`config.mk`:
```
export PLATFORM = sky130hd
export DESIGN_NAME = serial_adder_sub
export DESIGN_NICKNAME = d
export VERILOG_FILES = /design/src/rtl/serial_adder_sub.sv
export SDC_FILE = /design/constraint.sdc
export NUM_CORES = 1
export LEC_CHECK = 0
export ABC_AREA = 1
export CORE_MARGIN = 2
export CORE_UTILIZATION = 45
export CTS_CLUSTER_SIZE = 8
export DETAILED_ROUTE_END_ITERATION = 10
export GPL_ROUTABILITY_DRIVEN = 0
export MAX_ROUTING_LAYER = met4
export PLACE_DENSITY = 0.7
export SYNTH_ARGS = -nofsm -noshare
export SYNTH_HDL_FRONTEND = slang
export SYNTH_SLANG_ARGS = --single-unit
```
`constraint.sdc`:
```
create_clock -name i_clk -period 2.6 [get_ports i_clk]
set_input_delay 0.65 -clock i_clk [delete_from_list [all_inputs] [get_ports i_clk]]
set_output_delay 0.65 -clock i_clk [all_outputs]
set_load 0.005 [all_outputs]
```
`src/rtl/serial_adder_sub.sv`:
```
// Bit-serial adder/subtractor: one full-adder cell and a carry flop, LSB first,
// one bit per clock, with a start/busy/done handshake.
module serial_adder_sub #(
  parameter int WIDTH = 8
) (
  input  logic             i_clk,
  input  logic             i_rst_n,
  input  logic             i_start,
  input  logic             i_mode,
  input  logic [WIDTH-1:0] i_a,
  input  logic [WIDTH-1:0] i_b,
  input  logic             i_cin,
  output logic             o_busy,
  output logic             o_done,
  output logic [WIDTH-1:0] o_sum,
  output logic             o_cout,
  output logic             o_ovf
);

  localparam int CNT_W = $clog2(WIDTH);
  localparam logic [CNT_W-1:0] LAST     = CNT_W'(WIDTH - 1);
  localparam logic [CNT_W-1:0] LAST_M1  = CNT_W'(WIDTH - 2);

  typedef enum logic [1:0] {IDLE, SHIFT, DONE} state_t;

  state_t           state;
  logic [WIDTH-1:0] a_sr;
  logic [WIDTH-1:0] b_sr;
  logic [WIDTH-1:0] res_sr;
  logic             carry;
  logic             carry_msb;
  logic [CNT_W-1:0] cnt;

  logic             s_bit;
  logic             c_next;
  logic [WIDTH-1:0] res_next;

  function automatic logic fa_sum(input logic a, input logic b, input logic c);
    return a ^ b ^ c;
  endfunction

  function automatic logic fa_carry(input logic a, input logic b, input logic c);
    return (a & b) | (a & c) | (b & c);
  endfunction

  always_comb begin
    s_bit    = fa_sum(a_sr[0], b_sr[0], carry);
    c_next   = fa_carry(a_sr[0], b_sr[0], carry);
    res_next = {s_bit, res_sr[WIDTH-1:1]};
  end

  always_ff @(posedge i_clk) begin
    if (!i_rst_n) begin
      state     <= IDLE;
      a_sr      <= '0;
      b_sr      <= '0;
      res_sr    <= '0;
      carry     <= 1'b0;
      carry_msb <= 1'b0;
      cnt       <= '0;
      o_busy    <= 1'b0;
      o_done    <= 1'b0;
      o_sum     <= '0;
      o_cout    <= 1'b0;
      o_ovf     <= 1'b0;
    end else begin
      o_done <= 1'b0;
      case (state)
        IDLE, DONE: begin
          // Subtraction is A + ~B + 1: invert B at capture and seed the carry.
          if (i_start) begin
            a_sr   <= i_a;
            b_sr   <= i_mode ? ~i_b : i_b;
            carry  <= i_mode ? 1'b1 : i_cin;
            cnt    <= '0;
            state  <= SHIFT;
            o_busy <= 1'b1;
          end else begin
            state <= IDLE;
          end
        end
        SHIFT: begin
          a_sr   <= a_sr >> 1;
          b_sr   <= b_sr >> 1;
          res_sr <= res_next;
          carry  <= c_next;
          cnt    <= cnt + 1'b1;
          if (cnt == LAST_M1) begin
            carry_msb <= c_next;
          end
          if (cnt == LAST) begin
            o_sum  <= res_next;
            o_cout <= c_next;
            o_ovf  <= carry_msb ^ c_next;
            o_busy <= 1'b0;
            o_done <= 1'b1;
            state  <= DONE;
          end
        end
        default: begin
          state  <= IDLE;
          o_busy <= 1'b0;
        end
      endcase
    end
  end

endmodule

```
## Yosys cells after proc, flatten, opt, wreduce, memory -nomap -nowiden

Cells that the tools add are included.

| storage, ports and cells | value |
|---|---|
| register bits after elaboration | 43 |
| latch bits | 0 |
| memory bits (writable) | 0 |
| memory bits (read-only) | 0 |
| input port bits | 21 |
| output and inout bits | 12 |
| memories kept | 0 |

| operators by class | value |
|---|---|
| add/subtract/negate cells | 1 |
| $mul | 0 |
| divide/modulo/power cells | 0 |
| magnitude comparators | 0 |
| eq/ne operators | 6 |
| shifts and indexed selects | 0 |
| muxes and demuxes | 17 |
| bitwise operators | 9 |
| reduce and logical (&&, ||, !) cells | 8 |

Operators with widths:

| kind | number |
|---|---|
| 8-bit case mux with 2 select lines | 2 |
| 8-bit two-way mux | 3 |
| 2-bit AND reduction | 5 |
| 8-bit inverter | 1 |
| 3-bit == test (second input constant) | 2 |
| 1-bit two-way mux | 6 |
| 3-bit case mux with 2 select lines | 1 |
| 2-bit != test (second input constant) | 2 |
| 1-bit case mux with 2 select lines | 2 |
| 2-bit case mux with 2 select lines | 1 |
| 3-bit by 1-bit adder with 3-bit output (second input constant) | 1 |
| 1-bit AND | 3 |
| 3-bit two-way mux | 1 |
| 1-bit bitwise XOR | 3 |
| 2-bit by 1-bit == test with 1-bit output (second input constant) | 1 |
| 2-bit == test (second input constant) | 1 |
| 2-bit zero test | 1 |
| 2-bit two-way mux | 1 |
| 1-bit bitwise OR | 2 |
| 2-bit nonzero test | 1 |
| 2-bit OR reduction | 1 |

## Depth between registers and ports, before layout

Gate-level depths: netlist of run 1.

| depth | value |
|---|---|
| word-level depth | 4 |
| gate-level depth with buffers | 8 |
| gate-level depth less buffers | 8 |

## Least setup slack after synthesis of run 1

OpenSTA, ideal clock, no wires.

| timing path | value |
|---|---|
| path type | input to register |
| start point | input port i_start |
| end point | register b_sr[1] |
| library setup time | 0.056 ns |
| arrival time | 1.281 ns |
| path slack | 1.264 ns |
| stages | 7 |
| path buffers | 1 |
| path through | inv_1 nor2_2 buf_6 nand3_1 nand3_1 nand2_1 inv_1 |

| between the ends | value |
|---|---|
| longest elaborated chain between the ends | 2 |

Ends and longest elaborated chain:

| what | RTL line | source |
|---|---|---|
| start: declaration | 8 | `input logic i_start,` |
| 2-bit != test (no line) | - |  |
| 2-bit AND reduction (no line) | - |  |
| end signal: assignment | 73 | `b_sr <= i_mode ? ~i_b : i_b;` |
| end signal: assignment | 84 | `b_sr <= b_sr >> 1;` |
| end: declaration | 28 | `logic [WIDTH-1:0] b_sr;` |

No other way between the ends.
A chain may end at the register's enable or synchronous reset.

## Worst setup path in the final report of run 1

| timing path | value |
|---|---|
| start point | register o_busy |
| end point | output port o_busy |

RTL lines:

| what | RTL line | source |
|---|---|---|
| start: declaration | 13 | `output logic o_busy,` |
| start signal: assignment | 61 | `o_busy <= 1'b0;` |
| start signal: assignment | 77 | `o_busy <= 1'b1;` |
| start signal: assignment | 95 | `o_busy <= 1'b0;` |

No word-level cell between the ends.

==> results of run 1 <==
-- registers in the layout (all words and copies together) (netlist names) --
register   flops
o_ovf          1
a_sr           8
cnt            3
carry_msb      1
o_cout         1
o_sum          8
res_sr         7
o_done         1
b_sr           8
carry          1
state          2
o_busy         1
-- cell families (layout without fill, tap and decap cells) --
family / count (synthesis) / in the layout / synth area share [%]
buf+inv: 44 / 77 / 10.6
simple gates: 131 / 131 / 30.0
fa+ha+maj: 4 / 4 / 3.12
xor+xnor: 2 / 2 / 0.950
flops: 42 / 42 / 45.6
compound gates: 35 / 35 / 9.77
-- stage by stage --
stage,total power (W),setup slack [ns]
finish,0.00150,0.782
global route,0.00157,0.732
CTS,0.00151,0.772
detailed placement,0.000884,0.662
global placement,0.000882,0.645
floorplan,0.000828,1.26
-- area by class of cell --
type                       count  area, um^2
clock inverter                 2        60.1
clock buffer                   6        82.6
inverter                      35         131
timing repair buffer          34         335
tap                           50        62.6
sequential                    42         841
multi-input combinational    172         808
fill                         400        1650
-- report_power, final --
group	leakage, nW	internal [W]	switching, W
logic	0.669	0.0000744	0.0000956
clock network	0.0714	0.000409	0.000222
registers	0.343	0.000677	0.0000204
total	1.08	0.00116	0.000338
-- cells in the final DEF, fill, tap and decap left out, types with 6 or more instances in the layout --
cell type,synthesis,routed
a21oi_1,16,16
clkbuf_8,0,6
clkdlybuf4s50_1,0,32
dfxtp_1,42,42
inv_1,32,32
nand2_1,70,70
nand3_1,25,25
nor2_1,27,27
o21ai_0,17,17
-- layer usage --
layer | vias up | GRT usage (%) | wire length (um)
met4 | 0 | 9.00 | 77
met1 | 709 | 22.9 | 1720
met2 | 29 | 30.0 | 1670
met3 | 8 | 3.95 | 123
met5 | - | - | 0
li1 | 867 | - | -
-- path summary, 6_finish.rpt --
check	endpoint	slack, ns	cells past startpoint
worst min register to register	a_sr[2]$_SDFFE_PN0P_	0.47	2
worst max register to register	o_sum[7]$_SDFFE_PN0P_	1.20	8
worst min-delay path	a_sr[2]$_SDFFE_PN0P_	0.47	2
worst max-delay path	o_busy	0.78	1
==> impl_metrics.yaml, run 1 <==
logic_synthesis:
  ys_types: 22
  synthArstFlopShare_pct: 0
  synth_edf_count: 0
  synth.cell_area_um2: 1840
  ys_seq_area_share_pct: 45.6
  synth_top_area_cell: "dfxtp_1"
  synth.most_common_cell: "nand2_1"
  netlist_top_cells_count: "70 x nand2_1, 42 x dfxtp_1, 32 x inv_1"
  synthFlopType: "dfxtp_1"
  synth_seq_cells: 42
  syn_inst: 258
  synth_nets: 283
  yosys-top-cells-area: "dfxtp_1 46%, nand2_1 14%, nand3_1 6.8%, inv_1 6.5%, nor2_1 5.5%"
  yosys.area.top_type_share_pct: 45.6
  yosysWarnings: 0
  synth_area_per_cell_um2: 7.15
clock_tree:
  ctsRootBufferMaster: "clkbuf_8"
  clkSlewWorstSetupHoldPaths_ns: 0.08
  ctsHoldBuffers: 0
  cts_tree: "yes"
  cts_buffer_depth: 2
  cts_sinks: 42
  insertion_delay_ns: 0.29
  cts_setup_buffers: 0
  cts_made_buffers: 5
  htree_levels: 2
  cts_resized: 0
placement:
  placed_area_um2: 2180
  post-dp-hpwl_um: 2430
  placedCellCount: 333
  port_buffers: 32
route:
  vias: 1613
  drt_iter0_markers: 96
  vias_per_cell: 4.73
  avgRoutedWirePerCell_um: 10.5
  totalWireLength_um: 3590
  drt_first_pass_iters: 4
  ant_nets: 0
  drcViolationCount: 0
floorplanning:
  row_count: 23
  io_pins: 33
  die_h_um: 68.0
  fp.dieW_um: 68.0
  start_util_pct: 46.4
  die_area_um2: 4630
  core_um2: 3970
global_routing:
  grt_use_total_pct: 18.9
  antenna_found_initial: 0
  grt-ovfl-total: 0
  grt_max_degree: 27
  grt_pass1_wl_um: 6320
  grt_pass1_vias: 1433
finish:
  diodes: 0
  instances_no_fill: 341
  drive_gt1_share_pct: 6.87
  nNetsFinal: 315
  fin_util_pct: 58.4
  stdcell_area_um2: 2320
  area_delta_synth_final_pct: 25.8
setup_path:
  crit_buf_inv: 1
  crit_path_max_incr_delay_ns: 0.52
  r2r_start: "cnt[0]$_SDFFE_PN0P_"
  start_kind: "register"
  crit_chain: "clkdlybuf4s50_1"
  crit_path_top_delay_cell: "clkdlybuf4s50_1"
  path_class: "reg -> out"
  critPathMaxFanout: 2
  worst_ep_required_time_ns: 1.95
  critPathArrivalTime_ns: 1.17
  critical-path-top-delay-family: "buffers and inverters"
  crit_path_end_kind: "output pin"
  crit_path_start: "o_busy$_SDFFE_PN0P_"
sta:
  hold_violations: 0
  fmax_mhz: 550
  setup_viol: 0
  fin_crit_sh_pct: 69.9
  rsz0062_at_grt: "false"
  period_minus_slack_ns: 1.82
  drv_slew: 0
  setup_tns_ns: 0
  relSlewSlack_pct: 61.3
  fin_skew_ns: 0.00306
  holdWs_ns: 0.467
  worstMarginPinSlew_ns: 0.579
run:
  drv_cap: 0
power:
  cellLeakagePower_nw: 1.08
  power.density_nw_per_um2: 646
  vdd_drop_max_mv: 0.394
worst_hold_path:
  hold_start: "a_sr[2]$_SDFFE_PN0P_"
  worstHoldPathType: "reg -> reg"
outcome:
  status: "finished, final reports clean"
(Power assumes the default switching activity.)
==> run 2: changes to the inputs <==
==> constraint.sdc (replaced) <==
create_clock -name i_clk -period 1.7 [get_ports i_clk]
set_input_delay 0.425 -clock i_clk [delete_from_list [all_inputs] [get_ports i_clk]]
set_output_delay 0.425 -clock i_clk [all_outputs]
set_load 0.005 [all_outputs]
==> impl_metrics.yaml, run 2 (synthesized netlist as in run 1, its figures left out) <==
outcome:
  status: "finished, final reports clean"
clock_tree:
  ctsRootBufferMaster: "clkbuf_8"
  cts_resized: 0
  cts_made_buffers: 5
  cts_tree: "yes"
  cts_setup_buffers: 0
  ctsHoldBuffers: 0
  clkSlewWorstSetupHoldPaths_ns: 0.08
  htree_levels: 2
  cts_buffer_depth: 2
  cts_sinks: 42
  insertion_delay_ns: 0.29
sta:
  hold_violations: 0
  setup_tns_ns: 0
  fin_crit_sh_pct: 91.4
  relSlewSlack_pct: 80.6
  fin_skew_ns: 0.00444
  drv_slew: 0
  fmax_mhz: 644
  rsz0062_at_grt: "false"
  setup_viol: 0
  worstMarginPinSlew_ns: 0.290
  period_minus_slack_ns: 1.55
finish:
  area_delta_synth_final_pct: 28.2
  final_cell_mix: "70 x nand2_1, 42 x dfxtp_1, 32 x inv_1, 32 x clkdlybuf4s50_1, 27 x nor2_1"
  fin_util_pct: 59.5
  reg_top3: "a_sr: 8 flops, b_sr: 8 flops, o_sum: 8 flops"
  drive_gt1_share_pct: 9.06
  diodes: 0
  stdcell_area_um2: 2360
  layout_commonest_cell: "nand2_1"
  instances_no_fill: 348
  nNetsFinal: 322
floorplanning:
  die_area_um2: 4630
  row_count: 23
  start_util_pct: 46.4
  io_pins: 33
  core_um2: 3970
  fp.dieW_um: 68.0
  die_h_um: 68.0
setup_path:
  start_kind: "register"
  critPathArrivalTime_ns: 1.13
  worstRegToRegCells: 8
  r2r_start: "cnt[0]$_SDFFE_PN0P_"
  crit_path_max_incr_delay_ns: 0.50
  path_class: "reg -> out"
  crit_path_top_delay_cell: "clkdlybuf4s50_1"
  critical-path-top-delay-family: "buffers and inverters"
  critPathMaxFanout: 2
  crit_path_start: "o_busy$_SDFFE_PN0P_"
  crit_path_end_kind: "output pin"
  worst_ep_required_time_ns: 1.27
  path_depth: 1
  crit_chain: "clkdlybuf4s50_1"
  crit_buf_inv: 1
  rrSetupSlack_ns: 0.31
worst_hold_path:
  hold_start: "a_sr[3]$_SDFFE_PN0P_"
  worstHoldPathType: "reg -> reg"
  holdPathStages: 2
run:
  drv_cap: 0
placement:
  post-dp-hpwl_um: 2580
  placed_area_um2: 2260
  port_buffers: 32
  placedCellCount: 340
route:
  vias: 1625
  ant_nets: 0
  drt_first_pass_iters: 4
  avgRoutedWirePerCell_um: 10.2
  drcViolationCount: 0
  totalWireLength_um: 3560
  drt_iter0_markers: 76
  vias_per_cell: 4.67
power:
  power.switching_w: 0.000516
  combPwrFrac_pct: 13.5
  vdd_drop_max_mv: 0.424
  power.density_nw_per_um2: 897
  power.total_w: 0.00212
  cellLeakagePower_nw: 1.11
  p_int_w: 0.00160
  switching_share_pct: 24.3
  p_clk_share_pct: 36.2
  sequentialPowerShare_pct: 50.3
global_routing:
  grt_max_degree: 21
  grt_use_total_pct: 17.7
  antenna_found_initial: 0
  grt-ovfl-total: 0
  grt_pass1_vias: 1396
  grt_pass1_wl_um: 5930
run 2: through the flow:
stage,hold WS [ns],setup WS (ns)
floorplan,0.439,0.505
global placement,0.450,0.116
detailed placement,0.456,0.0877
CTS,0.468,0.129
global route,0.503,0.0945
finish,0.467,0.146
run 2: power groups by stage:
stage               logic, W  clock network [W]  registers, W
floorplan           0.000184                  0       0.00108
global placement    0.000286                  0       0.00109
detailed placement  0.000287                  0       0.00109
CTS                 0.000289           0.000787       0.00107
global route        0.000327           0.000826       0.00107
finish              0.000287           0.000767       0.00107
run 2: final timing paths:
path                     endpoint
max                        o_busy
min          a_sr[3]$_SDFFE_PN0P_
max reg2reg   o_cout$_SDFFE_PN0P_
min reg2reg  a_sr[3]$_SDFFE_PN0P_
run 2: layer usage:
layer  routed length [um]  GRT usage (%)  share of wire (%)  up-vias
met5                    0              -                  0        -
met4                   58           8.25                1.6        0
met2                 1630           27.9                 46       31
li1                     -              -                  -      878
met1                 1730           21.5                 49      712
met3                  136           3.95                3.8        4
run 2: layout make-up:
class	instances	area, um^2
clock buffers	5	68.8
clock inverters	3	40.0
fillers	381	1610
inverters	35	131
multi-input cells	172	808
flip-flops and latches	42	841
well taps	50	62.6
repair buffers	41	413
